<file path="config.mk">
export PLATFORM = sky130hd
export DESIGN_NAME = tail_light_sequencer
export DESIGN_NICKNAME = d
export VERILOG_FILES = /design/src/rtl/tail_light_sequencer.sv
export SDC_FILE = /design/constraint.sdc
export NUM_CORES = 1
export LEC_CHECK = 0
export ABC_AREA = 1
export CAP_MARGIN = 10
export CELL_PAD_IN_SITES_DETAIL_PLACEMENT = 0
export CELL_PAD_IN_SITES_GLOBAL_PLACEMENT = 1
export CORE_MARGIN = 1
export CORE_UTILIZATION = 36
export DETAILED_ROUTE_END_ITERATION = 12
export GPL_TIMING_DRIVEN = 1
export PLACE_DENSITY = 0.79
export SYNTH_ARGS = -nofsm -noshare
export SYNTH_HDL_FRONTEND = slang
export SYNTH_SLANG_ARGS = --single-unit
export TNS_END_PERCENT = 50
</file>
<file path="constraint.sdc">
create_clock -name clk -period 2.9 [get_ports clk]
set_input_delay 0.725 -clock clk [delete_from_list [all_inputs] [get_ports clk]]
set_output_delay 0.725 -clock clk [all_outputs]
set_load 0.05 [all_outputs]
</file>
<file path="src/rtl/tail_light_sequencer.sv">
// Automotive tail-light sequencer: left/right turn sweeps, hazard flashing and
// brake override for N_LIGHTS lamps per side, paced by a STEP_CYCLES step timer.
module tail_light_sequencer #(
    parameter int N_LIGHTS    = 3,
    parameter int STEP_CYCLES = 4
) (
    input  logic                clk,
    input  logic                rst,
    input  logic                left,
    input  logic                right,
    input  logic                haz,
    input  logic                brake,
    output logic [N_LIGHTS-1:0] l_lights,
    output logic [N_LIGHTS-1:0] r_lights
);

    localparam int STEP_MAX = (STEP_CYCLES > 2) ? STEP_CYCLES : 2;
    localparam int TW       = $clog2(STEP_MAX);
    localparam int IW       = $clog2(N_LIGHTS + 1);

    localparam logic [TW-1:0]       TICK_VAL = TW'(STEP_CYCLES - 1);
    localparam logic [TW-1:0]       TMR_ZERO = {TW{1'b0}};
    localparam logic [TW-1:0]       TMR_ONE  = TW'(1);
    localparam logic [IW-1:0]       IDX_ONE  = IW'(1);
    localparam logic [IW-1:0]       IDX_LAST = IW'(N_LIGHTS);
    localparam logic [N_LIGHTS-1:0] ALL_ON   = {N_LIGHTS{1'b1}};
    localparam logic [N_LIGHTS-1:0] ALL_OFF  = {N_LIGHTS{1'b0}};

    typedef enum logic [2:0] {
        IDLE    = 3'd0,
        LSEQ    = 3'd1,
        RSEQ    = 3'd2,
        HAZ_ON  = 3'd3,
        HAZ_OFF = 3'd4
    } state_t;

    state_t        state_q, state_d;
    logic [TW-1:0] timer_q, timer_d;
    logic [IW-1:0] idx_q, idx_d;
    logic          ready_q, ready_d;
    logic          tick_s;
    logic          haz_req_s;
    logic [N_LIGHTS-1:0] fill_s;

    assign tick_s    = (timer_q == TICK_VAL);
    assign haz_req_s = haz | (left & right);

    // State, step index, ready flag and step timer registers
    always_ff @(posedge clk) begin
        if (rst) begin
            state_q <= IDLE;
            timer_q <= TMR_ZERO;
            idx_q   <= IDX_ONE;
            ready_q <= 1'b1;
        end else begin
            state_q <= state_d;
            timer_q <= timer_d;
            idx_q   <= idx_d;
            ready_q <= ready_d;
        end
    end

    // Next-state logic; every transition except the ready-IDLE launch lands on a tick,
    // where the free-running timer wraps to zero by itself
    always_comb begin
        state_d = state_q;
        idx_d   = idx_q;
        ready_d = ready_q;
        timer_d = tick_s ? TMR_ZERO : (timer_q + TMR_ONE);
        case (state_q)
            IDLE: begin
                // An unready IDLE waits out one step, then accepts requests at its tick
                if (ready_q || tick_s) begin
                    timer_d = TMR_ZERO;
                    ready_d = 1'b1;
                    idx_d   = IDX_ONE;
                    if (haz_req_s) begin
                        state_d = HAZ_ON;
                    end else if (left) begin
                        state_d = LSEQ;
                    end else if (right) begin
                        state_d = RSEQ;
                    end else begin
                        state_d = IDLE;
                    end
                end else begin
                    state_d = IDLE;
                end
            end
            LSEQ, RSEQ: begin
                if (tick_s) begin
                    if (haz_req_s) begin
                        state_d = HAZ_ON;
                        idx_d   = IDX_ONE;
                    end else if (idx_q < IDX_LAST) begin
                        idx_d = idx_q + IDX_ONE;
                    end else begin
                        state_d = IDLE;
                        ready_d = 1'b0;
                        idx_d   = IDX_ONE;
                    end
                end else begin
                    state_d = state_q;
                end
            end
            HAZ_ON: begin
                if (tick_s) begin
                    state_d = HAZ_OFF;
                end else begin
                    state_d = HAZ_ON;
                end
            end
            HAZ_OFF: begin
                if (tick_s) begin
                    if (haz_req_s) begin
                        state_d = HAZ_ON;
                    end else begin
                        state_d = IDLE;
                        ready_d = 1'b1;
                    end
                end else begin
                    state_d = HAZ_OFF;
                end
            end
            default: begin
                state_d = IDLE;
                ready_d = 1'b1;
                idx_d   = IDX_ONE;
                timer_d = TMR_ZERO;
            end
        endcase
    end

    // Thermometer fill for the active sequence: lamps below idx are lit
    always_comb begin
        fill_s = ALL_OFF;
        for (int i = 0; i < N_LIGHTS; i++) begin
            fill_s[i] = (i < int'(idx_q));
        end
    end

    // Lamp drive; brake reaches the lamps combinationally, never during hazard flashing
    always_comb begin
        l_lights = ALL_OFF;
        r_lights = ALL_OFF;
        case (state_q)
            IDLE: begin
                l_lights = brake ? ALL_ON : ALL_OFF;
                r_lights = brake ? ALL_ON : ALL_OFF;
            end
            LSEQ: begin
                l_lights = fill_s;
                r_lights = brake ? ALL_ON : ALL_OFF;
            end
            RSEQ: begin
                l_lights = brake ? ALL_ON : ALL_OFF;
                r_lights = fill_s;
            end
            HAZ_ON: begin
                l_lights = ALL_ON;
                r_lights = ALL_ON;
            end
            HAZ_OFF: begin
                l_lights = ALL_OFF;
                r_lights = ALL_OFF;
            end
            default: begin
                l_lights = ALL_OFF;
                r_lights = ALL_OFF;
            end
        endcase
    end

endmodule

</file>
# Word-level counts from Yosys, hierarchy flattened
# Cells that the tools add are included.
word_totals:
  ff_bits: 8
  latch_bits: 0
  ram_bits: 0
  rom_bits: 0
  in_bits: 6
  word_cells: 65
  memories: 0
op_classes:
  addsub: 2
  mul: 0
  n_div: 0
  order_cmp: 4
  eq_ne: 12
  n_shift: 0
  n_mux: 29
  bitwise: 4
  n_reduce_logical: 10
op_table:
  columns: ["operator", "n"]
  rows:
  - ["two-way mux 3 bit", 7]
  - ["two-way mux 2 bit", 10]
  - ["case mux 3 bit (3 select lines)", 2]
  - ["!= test 2 bit, second input constant", 6]
  - ["case mux 3 bit (4 select lines)", 1]
  - ["OR reduction 2 bit", 4]
  - ["AND reduction 7 bit", 1]
  - ["equality test 3 x 2 -> 1 bit, second input constant", 2]
  - ["two-way mux 1 bit", 6]
  - ["case mux 2 bit (3 select lines)", 1]
  - ["adder 2 x 1 -> 2 bit, second input constant", 2]
  - ["< comparator 1 x 2 -> 1 bit, first input constant", 2]
  - ["case mux 1 bit (4 select lines)", 1]
  - ["case mux 2 bit (2 select lines)", 1]
  - ["OR reduction 4 bit", 1]
  - ["equality test 3 x 1 -> 1 bit, second input constant", 1]
  - ["equality test 3 bit, second input constant", 1]
  - ["zero test 3 bit", 1]
  - ["!= test 3 bit, second input constant", 1]
  - ["AND reduction 3 bit", 1]
  - ["equality test 2 bit, second input constant", 1]
  - ["< comparator 2 bit, first input constant", 1]
  - ["< comparator 2 bit, second input constant", 1]
  - ["NOT 1 bit", 2]
  - ["4 further kinds", 4]

# Depth between registers and ports, before layout
depth:
  word_depth: 5
  mapped_depth: 9
  depth_no_buf: 9

# Worst setup path before layout
# No wires, ideal clock.
synth_path:
  path_type: "register to output"
  start: "reg idx_q[0]"
  end: "out l_lights[0]"
  t_arrival_ps: 1720
  required_time_ps: 2175
  slack_ps: 455
  path_stages_with_launch: 4
  path_cell_list: "dfxtp_1 > inv_1 > ha_1 > o21ai_0"
synth_between:
  elab_chain_cells: 2
synth_rtl:
  columns: ["item", "line_no", "text"]
  rows:
  - ["from (decl)", "39", "logic [IW-1:0] idx_q, idx_d;"]
  - ["from (signal assigned)", "58", "idx_q <= idx_d;"]
  - ["< comparator 1 x 2 -> 1 bit", "138", "fill_s[i] = (i < int'(idx_q));"]
  - ["case mux 3 bit (3 select lines)", "146", "case (state_q)"]
  - ["to (decl)", "13", "output logic [N_LIGHTS-1:0] l_lights,"]
# No other way between the ends.

# Worst setup path in the final report
layout_path:
  start: "in brake"
  end: "out l_lights[0]"
layout_between:
  elab_chain_cells: 2
layout_rtl:
  columns: ["item", "line_no", "text"]
  rows:
  - ["from (decl)", "12", "input logic brake,"]
  - ["two-way mux 3 bit", "148, 156", null]
  - ["case mux 3 bit (3 select lines)", "146", null]
# No other way between the ends.

==> results.tsv <==
metric	value	unit
status	complete, but fails checks	
violated checks	design-rule violations	
Synth async-reset ratio	0	
HPWL Detailed	1090	um
post-synthesis instance total	101	
Worst Hold Class	flip-flop to flip-flop	
# Max-Cap Violations	0	
first-pass GRT wire length	2250	um
fin util	0.533	
flops & latches, synth	8	
Cell Pwr Density	1070	nW/um2
DR iter-0 viols	16	
Placeable Area	1560	um2
Slew HR	0.762	
FILL cells	163	
Top FF cell, synth	dfxtp_1	
CTS sink cnt	8	
worst-margin pin slew	0.353	ns
Leakage Power	0.429	nW
Initial Util	0.396	
VDD IR-drop max	0.478	mV
# rows	14	
worst-path fanout max	3	
syn_nets	112	
post-route insts no fill	131	
routed via count	642	
via density per instance	4.90	
syn_area_per_cell	6.12	um2
Post-CTS Setup Repair Bufs	0	
Crit path arrival time	1.74	ns
Nets	128	
CP Capture Type	primary output	
worst setup path category	input pin to primary output	
initial antenna violation count	0	
post-route clock period utilization	0.850	
Clock Skews	0.00150	ns
Max Fclk	406	MHz
total chip power	0.887	mW
Boundary Pins	12	
clk_lat worst skew	0.25	ns
top cells by area, synth	dfxtp_1 (26%), nand2_1 (16%), ha_1 (10%)	
GRT Overall Usage	0.160	
Post-Place Cells	128	
clk root buf	clkbuf_4	
post-synthesis sequential area ratio	0.259	
most frequent cell after synthesis	nand2_1	
Critical-path top delay cell	clkdlybuf4s50_1	
Total Wirelength	1240	um
die area	1890	um2
CTS resizes	0	
yosys warns	0	
unrepaired setup endpoints after global routing	no	
share of cells above drive strength 1	0.157	
TritonCTS clock tree	done	
Routed Antenna Nets	0	
Post-synth top cells	nand2_1 (27), inv_1 (14), nor2_1 (12), o21ai_0 (9), dfxtp_1 (8)	
share of the synthesized area in the top cell type	0.259	
Unique masters post-synth	19	
Crit path largest cell delay	0.42	ns
Final min period	2.46	ns
vias in the first global route	569	
RD Place Congestion	0.763	
Die X	43.4	um
Die Ht	43.4	um
Crit path required time	2.17	ns
EDFF count, synth	0	
Final setup viols	0	
largest net degree at the start of global routing	8	
Clock Path Buffers	2	
Worst path top cell family by delay	buffers and inverters	
CTS H-tree lvls	1	
Residual DRC	5	
CP startpoint kind	input pin	
final hold violations	0	
Mapped Area	618	um2
IO Port Bufs	11	
Final Max Slew Viols	0	
Inserted Diodes	0	
critical-path cell list	clkdlybuf4s50_1 -> o22ai_1 -> o21ai_0 -> buf_12	
hold_buf cts	0	
buffer and inverter count on the worst path	2	
post-synth top area cell	dfxtp_1	
DR pass1 iterations	8	
CTS clock-pin slew for the worst setup and hold paths	0.05	ns
CTS buffer count	3	
detailed-route wire length per cell	9.44	um
Setup TNS	0	ns
global route overflow	0	
Layout area overhead	34.4	%
path summary, 6_finish.rpt:
kind         startpoint           to  slack, ns  depth (start not counted)
max               brake  l_lights[0]       0.44                          4
min reg2reg  timer_q[0]   timer_q[0]       0.43                          1
min          timer_q[0]   timer_q[0]       0.43                          1
max reg2reg  timer_q[0]     idx_q[1]       1.48                          8
routing by layer:
metal	wire length (um)	GRT usage	up-vias
li1	-	-	349
met1	624	0.217	277
met2	558	0.248	14
met3	39	0.0250	2
met4	14	0.0750	0
met5	0	0	-
cell type report:
cell class / instances / area (um2) / share of cell area
Clock buffer: 3 / 22.5 / 0.0271
Inverter: 17 / 63.8 / 0.0768
Tap cell: 16 / 20.0 / 0.0241
Timing Repair Buffer: 11 / 170 / 0.205
Multi-Input combinational cell: 76 / 394 / 0.474
Sequential cell: 8 / 160 / 0.193
through the flow:
step	hold WS (ns)	setup WS [ns]	instance area [um2]
6_report	0.426	0.435	831
3_5_place_dp	0.422	0.429	808
5_1_grt	0.446	0.314	831
4_1_cts	0.429	0.428	831
2_1_floorplan	0.405	0.455	618
3_3_place_gp	0.416	0.455	808
where the power goes:
group | leakage, nW | total [mW] | internal, mW | switching (mW)
registers | 0.0658 | 0.171 | 0.143 | 0.0282
logic | 0.349 | 0.636 | 0.259 | 0.376
clock network | 0.0138 | 0.0797 | 0.0470 | 0.0327
total | 0.429 | 0.887 | 0.449 | 0.437
state kept, by name (all words and copies together), names as in the netlist:
signal   flops
state_q      3
ready_q      1
timer_q      2
idx_q        2
logic make-up (layout without fill, tap and decap cells):
| group | count (synthesis) | after routing | synth area share |
|---|---|---|---|
| compound gates | 19 | 19 | 0.176 |
| fa+ha+maj | 5 | 5 | 0.101 |
| buf+inv | 17 | 31 | 0.103 |
| flops | 8 | 8 | 0.259 |
| simple gates | 52 | 52 | 0.360 |
cells in the final DEF (no fill, tap or decap):
cell and instances:
nor3b_1 1, a21oi_2 1, nor4_1 1, nand3_1 6, buf_12 6, o21bai_1 1
o21a_1 1, o21ai_2 1, nand2_1 27, nor2_1 12, clkdlybuf4s50_1 5, clkbuf_4 3
dfxtp_1 8, inv_2 3, inv_1 14, nand3b_1 1, o22ai_1 1, o21ai_0 9
nor2_2 1, a21oi_1 5, nand2_2 3, ha_1 5
No activity file was read; power rests on OpenSTA's default activity.
==> RTL edit (config.mk and constraints unchanged) <==
Encoding of `state_t`: now one-hot (5 bits for 5 states).
--- a/src/rtl/tail_light_sequencer.sv
+++ b/src/rtl/tail_light_sequencer.sv
@@ -27,10 +27,10 @@
     localparam logic [N_LIGHTS-1:0] ALL_OFF  = {N_LIGHTS{1'b0}};
 
-    typedef enum logic [2:0] {
-        IDLE    = 3'd0,
-        LSEQ    = 3'd1,
-        RSEQ    = 3'd2,
-        HAZ_ON  = 3'd3,
-        HAZ_OFF = 3'd4
+    typedef enum logic [4:0] {
+        IDLE    = 5'b00001,
+        LSEQ    = 5'b00010,
+        RSEQ    = 5'b00100,
+        HAZ_ON  = 5'b01000,
+        HAZ_OFF = 5'b10000
     } state_t;
 
Check against the original RTL: no difference found for any inputs over 10 cycles, from zero or initial values and one cycle with rst high; not proved beyond that.
==> RTL edit against the unedited design <==
  * Sequential share of layout area decreased by 0.23 points
  * Synthesized area up 33%
  * Routed wire length up 47%
  * Via count up 28%
  * Sequential cell count up 2
  * Power down 15%
  * Global-route usage rose by 0.84 points
  * Setup slack got worse by 0.0093 ns
  * Cell area grew 27%
  * Sequential power is 4% higher
  * Critical path type unchanged
  * Largest power group unchanged
==> RTL edit: results (changes against the unedited design) <==
- Status: finished clean
- Worst slew pin tran: 0.391 ns (+0.0381 ns)
- Synth top cells by count: 29 x nand2_1, 28 x nor2_1, 19 x inv_1
- Fin Hold WS: 0.477 ns (+0.0514 ns)
- Detailed-route via count: 823 (+28%)
- Ranking of synthesized cells by area: dfxtp_1 24%, nand2_1 13%, nor2_1 13%
- Wirelength per Cell: 10.4 um (+10%)
- Register area share after synthesis: 24.3% (-1.6 points)
- Count of different cell masters after synthesis: 18 (-1)
- Drt pass-1 iters: 4 (-4)
- Leak: 0.535 nW (+25%)
- Post-Route Skew: 0.00505 ns (+0.00355 ns)
- Final HPWL DP: 1520 um (+39%)
- Adder-cell share of the synthesized area: 9.10% (-1.0 points)
- Worst hold endpoint: ready_q
- Synth Area in Compound Gates: 12.3% (-5.3 points)
- Sw Ratio: 46.5% (-2.8 points)
- Syn_nets: 146 (+30%)
- Vias in the first global route: 757 (+33%)
- Hold path startpoint: ready_q
- Slack of the worst reg-to-reg path: 1.54 ns (+0.06 ns)
- Post-Syn Instances: 134 (+33%)
- Worst skew pair latency: 0.27 ns (+0.02 ns)
- Nets: 162 (+27%)
- R2r worst-path depth: 7 (-1)
- Global-route wire length before repair: 3140 um (+40%)
-- RTL edit: cell types whose count changed in the layout (fill, tap and decap cells not counted), moves of 3 or more --
cell,delta
o21ai_0,-3
nor2_1,+16
inv_1,+5
nand3_2,+4
nand3_1,+5
nor2_2,+3
o211ai_1,+3
-- RTL edit: how the worst max path moves through the flow --
stage	to	slack, ns
after floorplan	l_lights[0]	0.39
after global routing	r_lights[1]	0.32
after global placement	l_lights[0]	0.48
after CTS	l_lights[0]	0.43
final	l_lights[0]	0.43
after detailed placement	l_lights[0]	0.43
-- RTL edit: cell families after synthesis --
kind of cell | Yosys count
simple gates | 81
buf+inv | 20
compound gates | 17
fa+ha+maj | 6
flops | 10
-- RTL edit: power groups by stage --
stage / Combinational (mW) / Clock (mW) / Sequential, mW
after floorplan: 0.293 / 0 / 0.176
after global placement: 0.481 / 0 / 0.179
after detailed placement: 0.485 / 0 / 0.181
after CTS: 0.486 / 0.0963 / 0.177
after global routing: 0.525 / 0.105 / 0.180
final: 0.480 / 0.0969 / 0.177
-- RTL edit: metal layers --
layer / up-vias / track usage, % / wire [um]
met3: 2 / 4.63 / 67
li1: 453 / - / -
met5: - / 0 / 0
met4: 0 / 5.71 / 15
met1: 347 / 19.4 / 887
met2: 21 / 29.5 / 850
-- RTL edit: area by class of cell --
| type | count | area (um2) |
|---|---|---|
| repair buffers | 11 | 170 |
| well taps | 27 | 33.8 |
| flip-flops and latches | 10 | 200 |
| clock buffers | 3 | 22.5 |
| inverters | 20 | 75.1 |
| multi-input cells | 104 | 549 |
| fillers | 208 | 1010 |
-- RTL edit: worst max-delay path, stage by stage --
cell and delay (ns):
clkdlybuf4s50_1 0.42, a21boi_1 0.20, o21ai_0 0.20, buf_12 0.20
